<file path="config.mk">
export PLATFORM = sky130hd
export DESIGN_NAME = wb_pipe_master
export DESIGN_NICKNAME = d
export VERILOG_FILES = /design/src/rtl/wb_pipe_master.sv
export SDC_FILE = /design/constraint.sdc
export NUM_CORES = 1
export LEC_CHECK = 0
export CAP_MARGIN = 20
export CORE_UTILIZATION = 42
export CTS_BUF_LIST = sky130_fd_sc_hd__clkbuf_2
export DETAILED_ROUTE_END_ITERATION = 8
export GPL_ROUTABILITY_DRIVEN = 1
export GPL_TIMING_DRIVEN = 0
export PLACE_DENSITY = 0.81
export SYNTH_ARGS = -nofsm -noshare
export SYNTH_HDL_FRONTEND = slang
export SYNTH_SLANG_ARGS = --single-unit
</file>
<file path="constraint.sdc">
create_clock -name i_clk -period 3.5 [get_ports i_clk]
set_clock_uncertainty 0.1 [all_clocks]
set_input_delay 0.7 -clock i_clk [delete_from_list [all_inputs] [get_ports i_clk]]
set_output_delay 0.7 -clock i_clk [all_outputs]
set_load 0.03 [all_outputs]
</file>
<file path="src/rtl/wb_pipe_master.sv">
// Wishbone pipelined-mode initiator: turns a valid/ready command stream into bus
// requests and returns each acknowledge (or a timeout abort) as an in-order response pulse.
module wb_pipe_master #(
  parameter int ADDR_W          = 8,
  parameter int DATA_W          = 8,
  parameter int MAX_OUTSTANDING = 4,
  parameter int TIMEOUT         = 16
) (
  input  logic              i_clk,
  input  logic              reset,
  input  logic              i_cmd_valid,
  output logic              o_cmd_ready,
  input  logic              i_cmd_we,
  input  logic [ADDR_W-1:0] i_cmd_addr,
  input  logic [DATA_W-1:0] i_cmd_data,
  output logic              o_wb_cyc,
  output logic              o_wb_stb,
  output logic              o_wb_we,
  output logic [ADDR_W-1:0] o_wb_addr,
  output logic [DATA_W-1:0] o_wb_data,
  input  logic              i_wb_ack,
  input  logic              i_wb_stall,
  input  logic [DATA_W-1:0] i_wb_data,
  output logic              o_rsp_valid,
  output logic [DATA_W-1:0] o_rsp_data,
  output logic              o_rsp_err
);
  localparam logic [1:0] S_IDLE  = 2'd0;
  localparam logic [1:0] S_BUS   = 2'd1;
  localparam logic [1:0] S_ABORT = 2'd2;
  localparam int CNT_W = 5;

  typedef struct packed {
    logic              we;
    logic [ADDR_W-1:0] addr;
    logic [DATA_W-1:0] data;
  } req_t;

  logic [1:0]        state_q, state_d;
  logic              stb_q, stb_d;
  req_t              req_q, req_d;
  logic [CNT_W-1:0]  out_q, out_d;
  logic [7:0]        tmr_q, tmr_d;
  logic              rsp_vld_q, rsp_vld_d;
  logic              rsp_err_q, rsp_err_d;
  logic [DATA_W-1:0] rsp_dat_q, rsp_dat_d;

  logic             cyc, issue, accept, ack_ok, timeout;
  logic [CNT_W-1:0] pending;

  assign cyc     = (state_q == S_BUS);
  assign issue   = stb_q && !i_wb_stall;
  assign pending = out_q + CNT_W'(stb_q);
  // Ready is held low while reset is asserted so every output reads 0 in reset.
  assign o_cmd_ready = reset && (state_q != S_ABORT) &&
                       (pending < CNT_W'(MAX_OUTSTANDING)) && (!stb_q || !i_wb_stall);
  assign accept  = i_cmd_valid && o_cmd_ready;
  // A zero-latency ack is legal: it retires the request issuing this very cycle.
  assign ack_ok  = i_wb_ack && cyc && ((out_q != '0) || issue);
  assign timeout = cyc && (tmr_q == 8'(TIMEOUT - 1)) && !ack_ok;

  always_comb begin
    state_d   = state_q;
    stb_d     = stb_q && i_wb_stall;
    req_d     = req_q;
    out_d     = out_q + CNT_W'(issue) - CNT_W'(ack_ok);
    tmr_d     = tmr_q;
    rsp_vld_d = ack_ok;
    rsp_err_d = 1'b0;
    rsp_dat_d = ack_ok ? i_wb_data : '0;
    if (accept) begin
      stb_d = 1'b1;
      req_d = '{we: i_cmd_we, addr: i_cmd_addr, data: i_cmd_data};
    end
    if (issue || ack_ok || (pending == '0)) tmr_d = '0;
    else if (cyc)                           tmr_d = tmr_q + 8'd1;
    case (state_q)
      S_IDLE: if (accept) state_d = S_BUS;
      S_BUS: begin
        if (timeout) begin
          // One error response stands in for every lost request.
          state_d   = S_ABORT;
          stb_d     = 1'b0;
          out_d     = '0;
          tmr_d     = '0;
          rsp_vld_d = 1'b1;
          rsp_err_d = 1'b1;
          rsp_dat_d = '0;
        end else if (!stb_d && (out_d == '0)) begin
          state_d = S_IDLE;
        end
      end
      default: begin
        state_d = S_IDLE;
        stb_d   = 1'b0;
      end
    endcase
  end

  always_ff @(posedge i_clk or negedge reset) begin
    if (!reset) begin
      state_q   <= S_IDLE;
      stb_q     <= 1'b0;
      req_q     <= '0;
      out_q     <= '0;
      tmr_q     <= '0;
      rsp_vld_q <= 1'b0;
      rsp_err_q <= 1'b0;
      rsp_dat_q <= '0;
    end else begin
      state_q   <= state_d;
      stb_q     <= stb_d;
      req_q     <= req_d;
      out_q     <= out_d;
      tmr_q     <= tmr_d;
      rsp_vld_q <= rsp_vld_d;
      rsp_err_q <= rsp_err_d;
      rsp_dat_q <= rsp_dat_d;
    end
  end

  assign o_wb_cyc    = cyc;
  assign o_wb_stb    = stb_q;
  assign o_wb_we     = req_q.we;
  assign o_wb_addr   = req_q.addr;
  assign o_wb_data   = req_q.data;
  assign o_rsp_valid = rsp_vld_q;
  assign o_rsp_data  = rsp_dat_q;
  assign o_rsp_err   = rsp_err_q;
endmodule

</file>
==> run_results.csv, run 1 <==
group,metric,value,unit
cells_and_area,regArea,0.00108,mm²
worst_setup_path,crit_top_cell,"ha_1",
floorplanning,dieArea,0.00533,mm²
clocking,cts_sinks,43,
cells_and_area,fillers,384,
yosys,synth_cell_types,40,
timing,fin_hold_ws,67.3,ps
flow_run,max-cap-violations,0,
floorplanning,die_y,73.0,µm
yosys,syn_nets,217,
yosys,synth_top_family_by_area,"simple AND/OR/NAND/NOR gates",
route,vias_per_cell,4.89,
clocking,h-tree-depth,2,
worst_setup_path,cpMaxStageDelayCell,"clkdlybuf4s50_1",
yosys,synth_edf_count,0,
yosys,syn_area,0.00212,mm²
yosys,syn_area_per_cell,12.2,µm²
route,firstDrtPassIters,4,
placed_design,place_ws,-360,ps
timing,max_freq,299,MHz
worst_setup_path,rrSetupSlack,200,ps
placed_design,port_buffers,59,
yosys,async_flop_share,100,%
worst_setup_path,r2r_end,"state_q[0]",
grt,grt_pass1_wl,6690,µm
timing,setup_ws,150,ps
timing,finalCriticalPeriod,3350,ps
clocking,ctsLongestPathBuffers,2,
cells_and_area,fin_nets,284,
grt,grt_max_degree,31,
worst_hold_path,hold_path.class,"primary input to async pin",
route,wl_per_cell,13.0,µm
timing,slew_headroom,58.6,%
yosys,synth_xor_area_share,4.13,%
yosys,yosysTopAreaCell,"dfrtp_1",
grt,grtUsageMet3,5.52,%
grt,grt_usage,16.6,%
cells_and_area,postLayoutCoreUtil,59.6,%
worst_setup_path,crit_required,3700,ps
yosys,yosys_register_bits,43,
pwr,powerDensity,782,mW/mm²
worst_setup_path,crit_path_end_kind,"flop",
placed_design,post_dp_cell_area,0.00281,mm²
route,vias,1511,
placed_design,post-place-cells,301,
clocking,cts_tree,"yes",
yosys,synth-simple-area-share,14.6,%
yosys,yosysMostFrequentCell,"dfrtp_1",
yosys,yosys-top-cells-count,"dfrtp_1 (43), nor2_1 (15), ha_1 (12)",
yosys,ys_top_cells_by_area,"dfrtp_1 (51%), ha_1 (7.1%), mux2_4 (7.1%), mux2_2 (3.7%), and2_1 (2.7%)",
timing,maxSlewViolCount,0,
pwr,power.leakage,1.30,nW
worst_setup_path,ff2ff_path_depth,13,
status,status,"completed",
yosys,muxShareOfSynthArea,10.8,%
cells_and_area,fin_cells,309,
grt,use_met1,19.5,%
yosys,ys_seq_area_share,50.8,%
worst_setup_path,critical_path_class,"primary input to flop",
timing,tightestPinTransition,621,ps
route,routed_wl,4000,µm
worst_setup_path,slowest_delay,440,ps
yosys,ys_warn_count,0,
yosys,syn_inst,174,
clocking,cts-root-buf,"clkbuf_2",
route,drc_errors,0,
timing,finalCritPeriodShare,95.7,%
yosys,synth-compound-area-share,7.80,%
floorplanning,die_x,73.0,µm
grt,antenna_found_initial,0,
floorplanning,core-area,0.00479,mm²
clocking,insertion_delay,410,ps
clocking,clk_pin_slew,190,ps
pwr,irDropWorstVdd,0.423,mV
timing,final-hold-violation-count,0,
cells_and_area,drive_gt1_share,16.1,%
worst_setup_path,r2r_start,"out_q[2]",
worst_setup_path,critPathMaxFanout,10,
pwr,finalPower,2.23,mW
floorplanning,ios,60,
route,ant_nets,0,
worst_setup_path,start_kind,"primary input",
floorplanning,rows,25,
worst_setup_path,cp.arrival,3550,ps
cells_and_area,stdcell_area,0.00285,mm²
yosys,yosysTopAreaCellShare,50.8,%
grt,gr-usage-met2,27.9,%
placed_design,dp_hpwl,3160,µm
clocking,cts_buffers,5,
timing,fin_tns_setup,0,ps
cells_and_area,multi_input_area,961,µm²
grt,top_usage_layer,"met2",
cells_and_area,antenna-diode-count,0,
floorplanning,initial_core_util,44.3,%
yosys,synthFlopType,"dfrtp_1",
grt,grt_pass1_vias,1445,
grt,overflow,0,
timing,rsz0062_at_grt,"yes",
placed_design,globalplace.congestion,0.780,
worst_setup_path,worstSetupStartpoint,"i_wb_stall",
worst_setup_path,path_cells,"clkdlybuf4s50_1 > nand2b_1 > a211oi_2 > clkbuf_2 > ha_1 > inv_1 > ha_1 > fa_1 > xnor2_1 > nand3_1 > nor3b_1 > a311oi_1",
cells_and_area,area_growth,34.7,%
timing,final-setup-viol-count,0,
yosys,synth_fa_ha_area_share,8.03,%
route,drt-initial-drc-count,39,
-- worst max-delay path: cells and delay by family --
kind	cells	cell delay (ps)
compound gates	2	540
xor+xnor	1	250
fa+ha+maj	3	750
simple gates	3	540
buf+inv	3	760
-- routing by layer --
metal  share of wire (%)  vias to the layer above
met5                   0                        -
met4                 1.5                        0
met3                 8.3                        7
met2                  46                       51
met1                  44                      723
li1                    -                      730
-- worst max path at each step --
stage / cells past startpoint / slack [ps] / to
2_1_floorplan: 11 / 500 / state_q[0]
3_3_place_gp: 6 / -1290 / o_cmd_ready
3_5_place_dp: 12 / -360 / state_q[0]
4_1_cts: 6 / 0.5 / o_cmd_ready
5_1_grt: 12 / -160 / state_q[0]
6_report: 12 / 150 / state_q[0]
-- repair_timing --
item	4_1_cts	5_1_grt
resized for setup	0	4
buffers inserted	0	0
setup endpoints to repair	0	3
hold buffers	0	0
endpoints found under the hold margin	0	0
-- power breakdown --
| group | switching [mW] | internal [mW] | total (mW) |
|---|---|---|---|
| clock network | 0.155 | 0.0459 | 0.200 |
| logic | 0.644 | 0.597 | 1.24 |
| registers | 0.122 | 0.667 | 0.789 |
-- cell families (layout without fill, tap and decap cells) --
| family | count (synthesis) | in the layout |
|---|---|---|
| AND/OR/NAND/NOR | 58 | 58 |
| adder cells (fa/ha/maj) | 13 | 13 |
| flip-flops | 43 | 43 |
| multiplexers | 17 | 17 |
| XOR/XNOR | 10 | 10 |
| AO/OA/AOI/OAI | 20 | 20 |
| buffers and inverters | 13 | 81 |
-- final cells by class --
| cell class | count | share of cell area (%) |
|---|---|---|
| tap | 67 | 2.94 |
| sequential | 43 | 37.8 |
| multi-input combinational | 118 | 33.7 |
| inverter | 10 | 1.32 |
| clock buffer | 5 | 0.877 |
| buffer | 3 | 1.58 |
| timing repair buffer | 60 | 21.3 |
| clock inverter | 3 | 0.526 |
-- state kept, by name (all words and copies together), names as in the netlist --
signal       cells
o_wb_stb         1
o_wb_data        8
o_rsp_data       8
o_rsp_err        1
o_wb_we          1
out_q            5
tmr_q            8
o_rsp_valid      1
state_q          2
o_wb_addr        8
-- cells in the final DEF (no fill, tap or decap), types with 5 or more instances in the layout --
master	count
clkdlybuf4s50_1	57
dfrtp_1	42
nor2_1	15
ha_1	12
nand2_1	11
inv_1	10
mux2_4	10
and2_1	9
mux2_2	7
clkbuf_2	6
xnor2_1	6
a21oi_1	5
Power figures use the tool's default switching activity.
==> run 2, diff against run 1 <==
--- a/config.mk
+++ b/config.mk
@@ -6,11 +6,13 @@
 export NUM_CORES = 1
 export LEC_CHECK = 0
 export CAP_MARGIN = 20
+export CORE_MARGIN = 2
 export CORE_UTILIZATION = 42
 export CTS_BUF_LIST = sky130_fd_sc_hd__clkbuf_2
 export DETAILED_ROUTE_END_ITERATION = 8
 export GPL_ROUTABILITY_DRIVEN = 1
 export GPL_TIMING_DRIVEN = 0
+export MAX_ROUTING_LAYER = met4
 export PLACE_DENSITY = 0.81
 export SYNTH_ARGS = -nofsm -noshare
 export SYNTH_HDL_FRONTEND = slang
==> run_results.csv, run 2 (synthesis results as in run 1) <==
group,metric,value,unit
worst_setup_path,r2r_start,"out_q[3]",
clocking,h-tree-depth,2,
route,drt-initial-drc-count,55,
cells_and_area,drive_gt1_share,16.5,%
cells_and_area,stdcell_area,0.00287,mm²
timing,finalCriticalPeriod,3310,ps
timing,max_freq,302,MHz
floorplanning,dieArea,0.00563,mm²
placed_design,dp_hpwl,3430,µm
grt,top_usage_layer,"met2",
cells_and_area,antenna-diode-count,0,
clocking,cts-root-buf,"clkbuf_2",
floorplanning,die_x,75.0,µm
timing,final-setup-viol-count,0,
worst_setup_path,path_cells,"clkdlybuf4s50_1 > nand2b_1 > a211oi_4 > clkbuf_2 > ha_1 > inv_1 > ha_1 > fa_1 > xnor2_1 > nand3_1 > nor3b_1 > a311oi_1",
worst_setup_path,cpMaxStageDelayCell,"clkdlybuf4s50_1",
clocking,clk_pin_slew,210,ps
worst_setup_path,r2r_end,"state_q[0]",
grt,grt_pass1_wl,7150,µm
route,vias_per_cell,4.90,
cells_and_area,final_cell_mix,"clkdlybuf4s50_1 (57), dfrtp_1 (42), nor2_1 (15)",
worst_setup_path,critPathMaxFanout,10,
timing,rsz0062_at_grt,"no",
route,drc_errors,0,
grt,gr-usage-met2,30.0,%
status,status,"completed",
cells_and_area,postLayoutCoreUtil,59.9,%
cells_and_area,fillers,386,
worst_setup_path,slowest_delay,440,ps
floorplanning,rows,25,
route,wl_per_cell,14.4,µm
worst_setup_path,crit_path_end_kind,"flop",
placed_design,post_dp_cell_area,0.00281,mm²
route,routed_wl,4450,µm
floorplanning,core-area,0.00479,mm²
pwr,powerDensity,792,mW/mm²
clocking,cts_buffers,5,
floorplanning,initial_core_util,44.3,%
floorplanning,die_y,75.0,µm
timing,final-hold-violation-count,0,
clocking,cts_sinks,43,
route,ant_nets,0,
timing,tightestPinTransition,672,ps
placed_design,globalplace.congestion,0.834,
pwr,irDropWorstVdd,0.362,mV
grt,grtUsageMet3,4.82,%
cells_and_area,fin_nets,284,
pwr,finalPower,2.27,mW
worst_setup_path,critical_path_class,"primary input to flop",
timing,maxSlewViolCount,0,
worst_setup_path,ff2ff_path_depth,13,
clocking,cts_tree,"yes",
cells_and_area,area_growth,35.4,%
worst_setup_path,crit_top_cell,"ha_1",
clocking,insertion_delay,400,ps
grt,grt_usage,17.5,%
worst_setup_path,rrSetupSlack,190,ps
route,firstDrtPassIters,4,
worst_setup_path,critPathBufInv,3,
flow_run,max-cap-violations,0,
cells_and_area,final_common_cell,"clkdlybuf4s50_1",
grt,overflow,0,
pwr,power.leakage,1.30,nW
worst_hold_path,hold_path.class,"primary input to async pin",
placed_design,post-place-cells,301,
grt,use_met1,20.1,%
route,vias,1514,
placed_design,place_ws,-397,ps
worst_setup_path,start_kind,"primary input",
worst_setup_path,cp.arrival,3510,ps
placed_design,port_buffers,59,
clocking,ctsLongestPathBuffers,2,
grt,grt_max_degree,30,
grt,antenna_found_initial,0,
worst_setup_path,crit_required,3690,ps
grt,grt_pass1_vias,1551,
cells_and_area,fin_cells,309,
worst_setup_path,path_delay_family,"buffers and inverters",
floorplanning,ios,60,
timing,finalCritPeriodShare,94.6,%
timing,setup_ws,188,ps
clocking,holdBufCountCts,0,
timing,slew_headroom,55.2,%
run 2: layer usage:
layer,part of all wire (%),vias to the layer above
met5,0,-
met2,47,53
met1,44,725
met3,7.5,5
met4,1.1,0
li1,-,731
run 2: final cells by class:
type / count / area [µm²] / share of cell area, %
Sequential cell: 43 / 1080 / 37.5
Multi-Input combinational cell: 118 / 975 / 34.0
Timing Repair Buffer: 60 / 608 / 21.2
Tap cell: 67 / 83.8 / 2.92
Buffer: 3 / 45.0 / 1.57
Inverter: 10 / 37.5 / 1.31
Clock buffer: 6 / 30.0 / 1.05
Clock inverter: 2 / 12.5 / 0.436
run 2: worst max path at each step:
stage,startpoint,endpoint,slack (ps),cells past startpoint
6_report,i_wb_stall,state_q[0],190,12
5_1_grt,i_wb_stall,state_q[0],30,12
4_1_cts,out_q[2],state_q[0],30,13
3_5_place_dp,i_wb_stall,state_q[0],-400,12
3_3_place_gp,reset,o_cmd_ready,-1370,6
2_1_floorplan,i_wb_stall,state_q[0],500,11
run 2: power breakdown:
| part | internal (mW) | total [mW] | switching [mW] |
|---|---|---|---|
| clock | 0.0509 | 0.209 | 0.159 |
| sequential | 0.667 | 0.795 | 0.128 |
| combinational | 0.604 | 1.27 | 0.664 |
run 2: timing repair:
action | in CTS | in global routing
buffers inserted | 0 | 0
resized for setup | 0 | 6
endpoints found under the setup margin | 0 | 2
run 2: metrics by stage:
step | hold slack (ps) | TNS (ps)
after floorplan | 304 | 0
after global placement | 388 | -12680
after detailed placement | 395 | -633
after CTS | 54.0 | 0
after global routing | 44.3 | 0
final | 69.4 | 0
